===== config.mk =====
export PLATFORM = sky130hd
export DESIGN_NAME = lsu_ctrl_flat
export DESIGN_NICKNAME = d
export VERILOG_FILES = /design/src/rtl/lsu_pkg.sv /design/src/rtl/lsu_if.sv /design/src/rtl/lsu_lane_align.sv /design/src/rtl/lsu_ctrl.sv /design/src/flat_wrapper.sv
export SDC_FILE = /design/constraint.sdc
export NUM_CORES = 1
export LEC_CHECK = 0
export BUFFER_PORTS_ARGS = -buffer_cell sky130_fd_sc_hd__buf_2
export CELL_PAD_IN_SITES_DETAIL_PLACEMENT = 0
export CELL_PAD_IN_SITES_GLOBAL_PLACEMENT = 1
export CORE_MARGIN = 1.5
export CORE_UTILIZATION = 34
export CTS_BUF_LIST = sky130_fd_sc_hd__clkbuf_8
export DETAILED_ROUTE_END_ITERATION = 7
export MAX_ROUTING_LAYER = met4
export PLACE_DENSITY_LB_ADDON = 0.1
export SETUP_SLACK_MARGIN = 0.5
export SLEW_MARGIN = 5
export SYNTH_ARGS = -nofsm -noshare
export SYNTH_HDL_FRONTEND = slang
export SYNTH_HIERARCHICAL = 1
export SYNTH_SLANG_ARGS = --single-unit

===== constraint.sdc =====
create_clock -name clk_i -period 3.5 [get_ports clk_i]
set_input_delay 0.525 -clock clk_i [delete_from_list [all_inputs] [get_ports clk_i]]
set_output_delay 0.525 -clock clk_i [all_outputs]
set_load 0.05 [all_outputs]

===== src/rtl/lsu_pkg.sv =====
// lsu_pkg: shared types and helpers for the load/store unit.
//   - RV32I load/store funct3 encodings
//   - access size decode and alignment helpers
//   - FSM state type for lsu_ctrl
package lsu_pkg;

  localparam int unsigned NumLanes = 4;

  localparam logic [2:0] F3_B  = 3'b000;
  localparam logic [2:0] F3_H  = 3'b001;
  localparam logic [2:0] F3_W  = 3'b010;
  localparam logic [2:0] F3_BU = 3'b100;
  localparam logic [2:0] F3_HU = 3'b101;

  typedef enum logic [1:0] {IDLE, BUSY, DONE} state_t;

  typedef enum logic [1:0] {SzByte, SzHalf, SzWord} size_e;

  // funct3[1:0] carries the size; the unused encodings (011/110/111) fall to word.
  function automatic size_e f3_size(logic [2:0] f3);
    case (f3[1:0])
      2'b00:   return SzByte;
      2'b01:   return SzHalf;
      default: return SzWord;
    endcase
  endfunction

  function automatic logic is_misaligned(size_e sz, logic [1:0] off);
    case (sz)
      SzHalf:  return off[0];
      SzWord:  return off != 2'b00;
      default: return 1'b0;
    endcase
  endfunction

  // Rounds the byte offset down to the natural alignment of the access.
  function automatic logic [1:0] force_align(size_e sz, logic [1:0] off);
    case (sz)
      SzHalf:  return {off[1], 1'b0};
      SzWord:  return 2'b00;
      default: return off;
    endcase
  endfunction

endpackage


===== src/rtl/lsu_if.sv =====
// lsu_if: CPU-side request/response and memory-side bus of the load/store unit.
//   slave  : seen by lsu_ctrl (takes CPU request and memory response, drives the rest)
//   master : seen by the environment (CPU datapath plus data memory)
interface lsu_if #(
  parameter int unsigned ADDR_WIDTH = 32,
  parameter int unsigned DATA_WIDTH = 32
);
  logic                  req_valid;
  logic                  req_write;
  logic [2:0]            req_funct3;
  logic [ADDR_WIDTH-1:0] req_addr;
  logic [DATA_WIDTH-1:0] req_wdata;
  logic                  stall;
  logic                  rsp_valid;
  logic [DATA_WIDTH-1:0] rsp_rdata;
  logic                  bus_err;
  logic                  fault;
  logic                  mem_req;
  logic                  mem_we;
  logic [ADDR_WIDTH-1:0] mem_addr;
  logic [3:0]            mem_be;
  logic [DATA_WIDTH-1:0] mem_wdata;
  logic                  mem_ack;
  logic [DATA_WIDTH-1:0] mem_rdata;

  modport slave (
    input  req_valid, req_write, req_funct3, req_addr, req_wdata, mem_ack, mem_rdata,
    output stall, rsp_valid, rsp_rdata, bus_err, fault, mem_req, mem_we, mem_addr, mem_be,
           mem_wdata
  );

  modport master (
    output req_valid, req_write, req_funct3, req_addr, req_wdata, mem_ack, mem_rdata,
    input  stall, rsp_valid, rsp_rdata, bus_err, fault, mem_req, mem_we, mem_addr, mem_be,
           mem_wdata
  );
endinterface


===== src/rtl/lsu_lane_align.sv =====
// lsu_lane_align: combinational byte-lane steering.
//   funct3_i  : access type          offset_i  : byte offset within the word
//   st_data_i : right-aligned store  be_o / st_data_o : byte enables and lane-shifted store data
//   ld_word_i : raw memory word      ld_data_o : selected lane, sign/zero extended
module lsu_lane_align
  import lsu_pkg::*;
(
  input  logic [2:0]  funct3_i,
  input  logic [1:0]  offset_i,
  input  logic [31:0] st_data_i,
  output logic [3:0]  be_o,
  output logic [31:0] st_data_o,
  input  logic [31:0] ld_word_i,
  output logic [31:0] ld_data_o
);

  size_e       size;
  logic        sext;
  logic [31:0] ld_shift;

  always_comb begin
    size      = f3_size(funct3_i);
    sext      = ~funct3_i[2];
    be_o      = 4'b1111;
    st_data_o = st_data_i;
    ld_shift  = ld_word_i;
    ld_data_o = ld_word_i;
    case (size)
      SzByte: begin
        be_o      = 4'b0001 << offset_i;
        st_data_o = {24'b0, st_data_i[7:0]} << {offset_i, 3'b000};
        ld_shift  = ld_word_i >> {offset_i, 3'b000};
        ld_data_o = {{24{sext & ld_shift[7]}}, ld_shift[7:0]};
      end
      SzHalf: begin
        be_o      = 4'b0011 << {offset_i[1], 1'b0};
        st_data_o = {16'b0, st_data_i[15:0]} << {offset_i[1], 4'b0000};
        ld_shift  = ld_word_i >> {offset_i[1], 4'b0000};
        ld_data_o = {{16{sext & ld_shift[15]}}, ld_shift[15:0]};
      end
      default: begin
        be_o      = 4'b1111;
        st_data_o = st_data_i;
        ld_data_o = ld_word_i;
      end
    endcase
  end

endmodule


===== src/rtl/lsu_ctrl.sv =====
// lsu_ctrl: load/store unit between the CPU datapath and a multi-cycle data memory.
//   clk_i  : clock
//   rst_ni : asynchronous active-low reset
//   bus    : lsu_if.slave (CPU request/response, memory request/ack)
// Optional feature: define LSU_MISALIGN_TRAP_EN to trap misaligned H/W accesses
// (fault pulse, no memory request). Otherwise misaligned addresses are rounded down.
module lsu_ctrl
  import lsu_pkg::*;
#(
  parameter int unsigned ADDR_WIDTH     = 32,
  parameter int unsigned DATA_WIDTH     = 32,
  parameter int unsigned TIMEOUT_CYCLES = 64
) (
  input logic  clk_i,
  input logic  rst_ni,
  lsu_if.slave bus
);

  localparam int unsigned CntW = (TIMEOUT_CYCLES > 1) ? $clog2(TIMEOUT_CYCLES) : 1;

  state_t                state_q, state_d;
  logic [CntW-1:0]       cnt_q, cnt_d;
  logic [ADDR_WIDTH-1:0] addr_q, addr_d;
  logic [2:0]            f3_q, f3_d;
  logic                  we_q, we_d;
  logic [DATA_WIDTH-1:0] wdata_q, wdata_d;
  logic [DATA_WIDTH-1:0] rdata_q, rdata_d;
  logic                  err_q, err_d;
`ifdef LSU_MISALIGN_TRAP_EN
  logic                  fault_q, fault_d;
`endif

  size_e       req_size;
  logic [3:0]  be;
  logic [31:0] st_data;
  logic [31:0] ld_data;

  lsu_lane_align u_align (
    .funct3_i  (f3_q),
    .offset_i  (addr_q[1:0]),
    .st_data_i (wdata_q),
    .be_o      (be),
    .st_data_o (st_data),
    .ld_word_i (bus.mem_rdata),
    .ld_data_o (ld_data)
  );

  always_comb begin
    state_d  = state_q;
    cnt_d    = cnt_q;
    addr_d   = addr_q;
    f3_d     = f3_q;
    we_d     = we_q;
    wdata_d  = wdata_q;
    rdata_d  = rdata_q;
    err_d    = err_q;
`ifdef LSU_MISALIGN_TRAP_EN
    fault_d  = fault_q;
`endif
    req_size = f3_size(bus.req_funct3);
    unique case (state_q)
      IDLE: begin
        if (bus.req_valid) begin
          // Rounding is a no-op for aligned addresses, so trap mode can share it.
          addr_d  = {bus.req_addr[ADDR_WIDTH-1:2], force_align(req_size, bus.req_addr[1:0])};
          f3_d    = bus.req_funct3;
          we_d    = bus.req_write;
          wdata_d = bus.req_wdata;
          cnt_d   = '0;
          err_d   = 1'b0;
          state_d = BUSY;
`ifdef LSU_MISALIGN_TRAP_EN
          fault_d = 1'b0;
          if (is_misaligned(req_size, bus.req_addr[1:0])) begin
            fault_d = 1'b1;
            rdata_d = '0;
            we_d    = 1'b0;
            state_d = DONE;
          end
`endif
        end
      end
      BUSY: begin
        cnt_d = cnt_q + CntW'(1);
        if (bus.mem_ack) begin
          rdata_d = ld_data;
          state_d = DONE;
        end else if (cnt_q == CntW'(TIMEOUT_CYCLES - 1)) begin
          rdata_d = '0;
          err_d   = 1'b1;
          state_d = DONE;
        end
      end
      DONE:    state_d = IDLE;
      default: state_d = IDLE;
    endcase
  end

  always_ff @(posedge clk_i or negedge rst_ni) begin
    if (!rst_ni) begin
      state_q <= IDLE;
      cnt_q   <= '0;
      addr_q  <= '0;
      f3_q    <= '0;
      we_q    <= 1'b0;
      wdata_q <= '0;
      rdata_q <= '0;
      err_q   <= 1'b0;
`ifdef LSU_MISALIGN_TRAP_EN
      fault_q <= 1'b0;
`endif
    end else begin
      state_q <= state_d;
      cnt_q   <= cnt_d;
      addr_q  <= addr_d;
      f3_q    <= f3_d;
      we_q    <= we_d;
      wdata_q <= wdata_d;
      rdata_q <= rdata_d;
      err_q   <= err_d;
`ifdef LSU_MISALIGN_TRAP_EN
      fault_q <= fault_d;
`endif
    end
  end

  always_comb begin
    // Gated by reset so an access cut off by reset releases the PC immediately.
    bus.stall     = rst_ni & (((state_q == IDLE) & bus.req_valid) | (state_q == BUSY));
    bus.mem_req   = (state_q == BUSY);
    bus.mem_we    = (state_q == BUSY) & we_q;
    bus.mem_be    = (state_q == BUSY) ? be : 4'b0000;
    bus.mem_addr  = {addr_q[ADDR_WIDTH-1:2], 2'b00};
    bus.mem_wdata = st_data;
    bus.rsp_valid = (state_q == DONE);
    bus.rsp_rdata = rdata_q;
    bus.bus_err   = (state_q == DONE) & err_q;
`ifdef LSU_MISALIGN_TRAP_EN
    bus.fault     = (state_q == DONE) & fault_q;
`else
    bus.fault     = 1'b0;
`endif
  end

endmodule


===== src/flat_wrapper.sv =====
// flat-port wrapper written by rule: the top's interface ports become plain ports
module lsu_ctrl_flat import lsu_pkg::*;
#(
  parameter int unsigned ADDR_WIDTH     = 32,
  parameter int unsigned DATA_WIDTH     = 32,
  parameter int unsigned TIMEOUT_CYCLES = 64
)
  (clk_i, rst_ni, bus_req_valid, bus_req_write, bus_req_funct3, bus_req_addr, bus_req_wdata, bus_mem_ack, bus_mem_rdata, bus_stall, bus_rsp_valid, bus_rsp_rdata, bus_bus_err, bus_fault, bus_mem_req, bus_mem_we, bus_mem_addr, bus_mem_be, bus_mem_wdata);
  lsu_if #(.ADDR_WIDTH(ADDR_WIDTH), .DATA_WIDTH(DATA_WIDTH)) bus_i ();
  input logic clk_i;
  input logic rst_ni;
  input wire logic [$bits(bus_i.req_valid)-1:0] bus_req_valid;
  input wire logic [$bits(bus_i.req_write)-1:0] bus_req_write;
  input wire logic [$bits(bus_i.req_funct3)-1:0] bus_req_funct3;
  input wire logic [$bits(bus_i.req_addr)-1:0] bus_req_addr;
  input wire logic [$bits(bus_i.req_wdata)-1:0] bus_req_wdata;
  input wire logic [$bits(bus_i.mem_ack)-1:0] bus_mem_ack;
  input wire logic [$bits(bus_i.mem_rdata)-1:0] bus_mem_rdata;
  output wire logic [$bits(bus_i.stall)-1:0] bus_stall;
  output wire logic [$bits(bus_i.rsp_valid)-1:0] bus_rsp_valid;
  output wire logic [$bits(bus_i.rsp_rdata)-1:0] bus_rsp_rdata;
  output wire logic [$bits(bus_i.bus_err)-1:0] bus_bus_err;
  output wire logic [$bits(bus_i.fault)-1:0] bus_fault;
  output wire logic [$bits(bus_i.mem_req)-1:0] bus_mem_req;
  output wire logic [$bits(bus_i.mem_we)-1:0] bus_mem_we;
  output wire logic [$bits(bus_i.mem_addr)-1:0] bus_mem_addr;
  output wire logic [$bits(bus_i.mem_be)-1:0] bus_mem_be;
  output wire logic [$bits(bus_i.mem_wdata)-1:0] bus_mem_wdata;
  assign bus_i.req_valid = bus_req_valid;
  assign bus_i.req_write = bus_req_write;
  assign bus_i.req_funct3 = bus_req_funct3;
  assign bus_i.req_addr = bus_req_addr;
  assign bus_i.req_wdata = bus_req_wdata;
  assign bus_i.mem_ack = bus_mem_ack;
  assign bus_i.mem_rdata = bus_mem_rdata;
  assign bus_stall = bus_i.stall;
  assign bus_rsp_valid = bus_i.rsp_valid;
  assign bus_rsp_rdata = bus_i.rsp_rdata;
  assign bus_bus_err = bus_i.bus_err;
  assign bus_fault = bus_i.fault;
  assign bus_mem_req = bus_i.mem_req;
  assign bus_mem_we = bus_i.mem_we;
  assign bus_mem_addr = bus_i.mem_addr;
  assign bus_mem_be = bus_i.mem_be;
  assign bus_mem_wdata = bus_i.mem_wdata;
  lsu_ctrl #(.ADDR_WIDTH(ADDR_WIDTH), .DATA_WIDTH(DATA_WIDTH), .TIMEOUT_CYCLES(TIMEOUT_CYCLES)) u_core (.clk_i(clk_i), .rst_ni(rst_ni), .bus(bus_i));
endmodule

# Word-level counts from Yosys, hierarchy flattened
# Cells that the tools add are included.
dict set report classes {
  add_sub_neg 1
  mul 0
  n_div 0
  n_lt_le_gt_ge 0
  n_eq_ne 12
  shifts 6
  n_mux 19
  n_bitwise 8
  reduce_logical 11
}
# op n
set ops {}
lappend ops {{case mux 32 bit (2 select lines)} 2}
lappend ops {{2-to-1 mux 32 bit} 2}
lappend ops {{left shift 16 x 5 -> 32 bit} 1}
lappend ops {{left shift 8 x 5 -> 32 bit} 1}
lappend ops {{right shift 32 x 5 -> 16 bit} 1}
lappend ops {{right shift 32 x 5 -> 8 bit} 1}
lappend ops {{case mux 2 bit (2 select lines)} 4}
lappend ops {{case mux 6 bit (2 select lines)} 1}
lappend ops {{equality test 2 x 1 -> 1 bit (second input constant)} 5}
lappend ops {{zero test 2 bit} 4}
lappend ops {{case mux 4 bit (2 select lines)} 1}
lappend ops {{AND reduction 2 bit} 4}
lappend ops {{adder 6 x 1 -> 6 bit (second input constant)} 1}
lappend ops {{AND 1 bit} 6}
lappend ops {{equality test 6 bit (second input constant)} 1}
lappend ops {{2-to-1 mux 2 bit} 3}
lappend ops {{2-to-1 mux 6 bit} 1}
lappend ops {{equality test 2 bit (second input constant)} 2}
lappend ops {{2-to-1 mux 4 bit} 1}
lappend ops {{!= test 2 bit (second input constant)} 2}
lappend ops {{AND reduction 4 bit} 1}
lappend ops {{nonzero test 2 bit} 2}
lappend ops {{left shift 1 x 2 -> 4 bit (first input constant)} 1}
lappend ops {{left shift 2 x 2 -> 4 bit (first input constant)} 1}
lappend ops {{other kinds (6)} 8}
dict set report word_totals {
  reg_bits 109
  latch_bits 0
  ram_bits 0
  rom_bits 0
  word_cells 65
  n_memories 0
}

# Logic depth before layout (Yosys ltp)
dict set report depth {
  depth_word 5
  mapped_depth 6
  mapped_depth_nobuf 4
}

# Hierarchy
# Netlist, hierarchy kept.
# module instances cells_each area_per_inst_um2 seq_area_each_um2
set by_module_without_submodules {}
lappend by_module_without_submodules {lsu_ctrl 1 482 4595.7 2727.6}
lappend by_module_without_submodules {lsu_lane_align 1 194 1455.1 0.0}

# Least setup slack after synthesis
# Ideal clock, no wire load.
dict set report synth_timing {
  path_kind {reg-to-output}
  startpoint {register u_core.f3_q[0]}
  endpoint {output bus_mem_wdata[14]}
  t_arrival_ns 2.015
  required_ns 2.975
  setup_slack_ns 0.960
  path_stages_with_launch 5
  path_buffers 1
  cell_sequence {dfrtp_1 -> inv_1 -> buf_2 -> a31oi_1 -> o21ai_0}
}
dict set report synth_via {
  elab_chain_len 4
  word_cells_on_any_way 6
}
# item line_no
set synth_lines {}
lappend synth_lines {{start: declaration} lsu_ctrl.sv:24} ;# logic [2:0] f3_q, f3_d;
lappend synth_lines {{start signal: assignment} lsu_ctrl.sv:104} ;# f3_q <= '0;
lappend synth_lines {{start signal: assignment} lsu_ctrl.sv:116} ;# f3_q <= f3_d;
lappend synth_lines {{equality test 2 x 1 -> 1 bit / zero test 2 bit (equally long branches)} lsu_pkg.sv:21} ;# case (f3[1:0])
lappend synth_lines {{case mux 2 bit (2 select lines) (*)} lsu_pkg.sv:21}
lappend synth_lines {{equality test 2 x 1 -> 1 bit / zero test 2 bit (equally long branches)} -}
lappend synth_lines {{case mux 32 bit (2 select lines) (*)} lsu_lane_align.sv:28} ;# case (size)
lappend synth_lines {{end: declaration} flat_wrapper.sv:28} ;# output wire logic [$bits(bus_i.mem_wdata)-1:0] bus_mem_wdata;
# Mark *: on every way between the ends. The rest lies on a longest branch, timed or not.

# Worst setup path in the final report
dict set report layout_timing {
  startpoint {register u_core.f3_q[1]}
  endpoint {output bus_mem_wdata[30]}
}
# The elaborated chain is that of the path after synthesis.

==> results.yml <==
run_status:
  status: "completed"
power_and_ir_drop:
  p_leak_uw: 0.00373
  p_per_area_nw_per_um2: 1020
  vdd_drop_max_uv: 506
  p_total_uw: 7260
final_layout:
  final_layout_size_suffix_gt1_share_pct: 32.4
  final_util_pct: 41.0
  fin_nets: 928
  fin_cells: 1056
  area_growth_syn_to_layout_pct: 17.6
yosys:
  synth.avg_cell_area_sq_um: 8.95
  synth_area_leaders: "dfrtp_1, nand2_1, o2bb2ai_1, buf_4, a221o_1"
  synth_common_cells: "nand2_1, dfrtp_1, buf_4"
  syn-cell-area_sq_um: 6050
  ys_ff_latch: 109
  synth_mux_area_share_pct: 2.30
  synth_top_area_share_pct: 45.1
  synth_xor_area_share_pct: 0.145
  synth_warnings: 6
  synth-compound-area-share_pct: 17.6
  ys_async_sr_fraction_pct: 100
  yosys.area.top_type: "dfrtp_1"
  yosysMostFrequentCell: "nand2_1"
  yosysSeqAreaShare_pct: 45.1
  syn_inst: 676
  synth_cell_type_count: 54
  synth_top_family_by_area: "simple AND/OR/NAND/NOR gates"
  ys.flop_type: "dfrtp_1"
  yosys.area_share.adder_pct: 0.207
  synth_edf_count: 0
  synth-simple-area-share_pct: 24.8
job:
  maxCapViolations: 0
sta:
  fin_skew_ns: 0.00924
  setup_ws_ns: 0.631
  setup_viol: 0
  finalCriticalPeriod_ns: 2.87
  rsz0062_at_grt: "false"
  relSlewSlack_pct: 43.3
  max_freq_mhz: 348
  finalHoldViolCount: 0
  tns_ns: 0
  slew_viol_final: 0
  finalCritPeriodShare_pct: 82.0
  worstMarginPinSlew_ns: 0.850
place:
  gp_congestion: 0.804
  dp_hpwl_mm: 12.8
  pre_cts_slack_ns: 0.921
  place_inst: 1037
  io_buffers: 206
worst_setup_path:
  r2r_start: "u_core/addr_q[1]"
  crit_slowest_cell: "dfrtp_2"
  critPathLaunchType: "flop"
  worst_ep_required_time_ns: 2.97
  cp_cell_sequence: "nor2b_2 > and3_1 > a221o_1 > buf_2"
  cpPeakStageDelay_ns: 0.64
  worstSetupPathType: "flop to output port"
  crit_fanout: 37
  endpoint_kind: "output port"
  crit_arrival_ns: 2.34
  setup.worst_path.start: "u_core/f3_q[1]"
clock_tree:
  htree_num_levels: 3
  cts_tree: "built"
  clock_latency_ns: 0.38
  clkTransAtPathRegs_ns: 0.11
  clockRootBuffer: "clkbuf_8"
  cts_max_path_buffers: 2
  clock-sinks: 109
  numCtsBuffers: 9
routing:
  wl_per_cell_um: 17.0
  firstDrtPassIters: 4
  drt_iter0_markers: 289
  wl_mm: 17.9
  drc_errors: 0
  routed_via_density: 4.96
  ant_nets: 0
  vias: 5239
floorplan:
  core_sq_um: 17400
  rows: 48
  ios: 210
  initial_core_util_pct: 34.9
  dieWidth_um: 136
  dieHeight_um: 136
  die-area_sq_um: 18600
grt:
  grt_usage_pct: 20.1
  grt_pass1_wl_mm: 28.0
  grt_max_degree: 76
  antenna_found_initial: 2
  grt_pass1_vias: 5212
  grt_overflow: 0
worst_hold_path:
  hold_path.class: "input pin to asynchronous set/reset pin"
## cells by family after synthesis
kind of cell,Yosys count
flip-flops,109
buffers and inverters,89
other,1
multiplexers,13
AO/OA/AOI/OAI,121
XOR/XNOR,1
adder cells (fa/ha/maj),1
AND/OR/NAND/NOR,341
## path summary, 6_finish.rpt
path | to | slack, ns | cells past startpoint
setup reg to reg | u_core/bus.rsp_rdata[18] | 1.36 | 5
max in group asynchronous | u_core/f3_q[0] | 2.03 | 2
setup / recovery | bus_mem_wdata[30] | 0.63 | 4
min in group clk_i | u_core/addr_q[31] | 0.32 | 3
hold / removal | u_core/addr_q[5] | 0.13 | 1
hold reg to reg | u_core/addr_q[7] | 0.48 | 2
## metrics by stage
step                hold WS (ns)  cell area [sq um]
CTS                        0.137               7100
detailed placement         0.457               6900
global route               0.159               7110
finish                     0.131               7110
floorplan                  0.229               6060
global placement           0.453               6900
## flip-flops by register name (all words and copies together), names as in the netlist
register	flops
u_core/bus.rsp_rdata	32
u_core/err_q	1
u_core/addr_q	32
u_core/state_q	2
u_core/f3_q	3
u_core/we_q	1
u_core/wdata_q	32
u_core/cnt_q	6
## critical path: cells and delay by family, from the launching register on
family | cells | cell delay (ns)
and+or+nand+nor | 2 | 0.92
DFF | 1 | 0.64
buffers and inverters | 1 | 0.26
AOI/OAI and AO/OA | 1 | 0.13
## placed cells by master, fill, tap and decap left out, types with 6 or more instances in the layout
master     instances
o2bb2ai_1         32
a22oi_1            8
o22ai_2           10
mux2i_1            9
o22ai_1            6
nand3_1            6
dfrtp_1          107
buf_4             14
buf_2            205
clkbuf_8           9
a221o_1           15
and2_1            24
a31oi_1            8
a22o_1             9
o21ai_0            8
nand2_1          255
and3_1             8
nor2_1            11
nor2b_1           20
## report_power, final
group          total, uW  switching, uW  leakage [uW]  internal (uW)
registers           2240            461       0.00136           1770
clock network        795            458      0.000103            337
logic               4230           3110       0.00227           1110
total               7260           4030       0.00373           3230
## final cells by class
cell class / count / area [sq um]
fillers: 1797 / 10200
well taps: 225 / 282
repair buffers: 219 / 1130
multi-input cells: 480 / 2750
inverters: 4 / 15.0
diodes: 3 / 7.51
clock inverters: 7 / 75.1
flip-flops and latches: 109 / 2730
clock buffers: 9 / 124
## metal layers
metal / track usage (%) / part of all wire, % / vias to the layer above / routed length (um)
met4: 6.03 / 0.90 / 0 / 161
met3: 4.25 / 7.6 / 9 / 1370
met2: 31.3 / 47 / 175 / 8390
met1: 26.3 / 45 / 2520 / 8000
met5: - / 0 / - / 0
li1: - / - / 2535 / -
## what timing repair did
item,4_1_cts,5_1_grt
endpoints found under the setup margin,1,1
cloned,0,0
hold buffers,0,0
gates resized for setup,1,1
setup buffers,0,0
No activity file was read; power rests on OpenSTA's default activity.
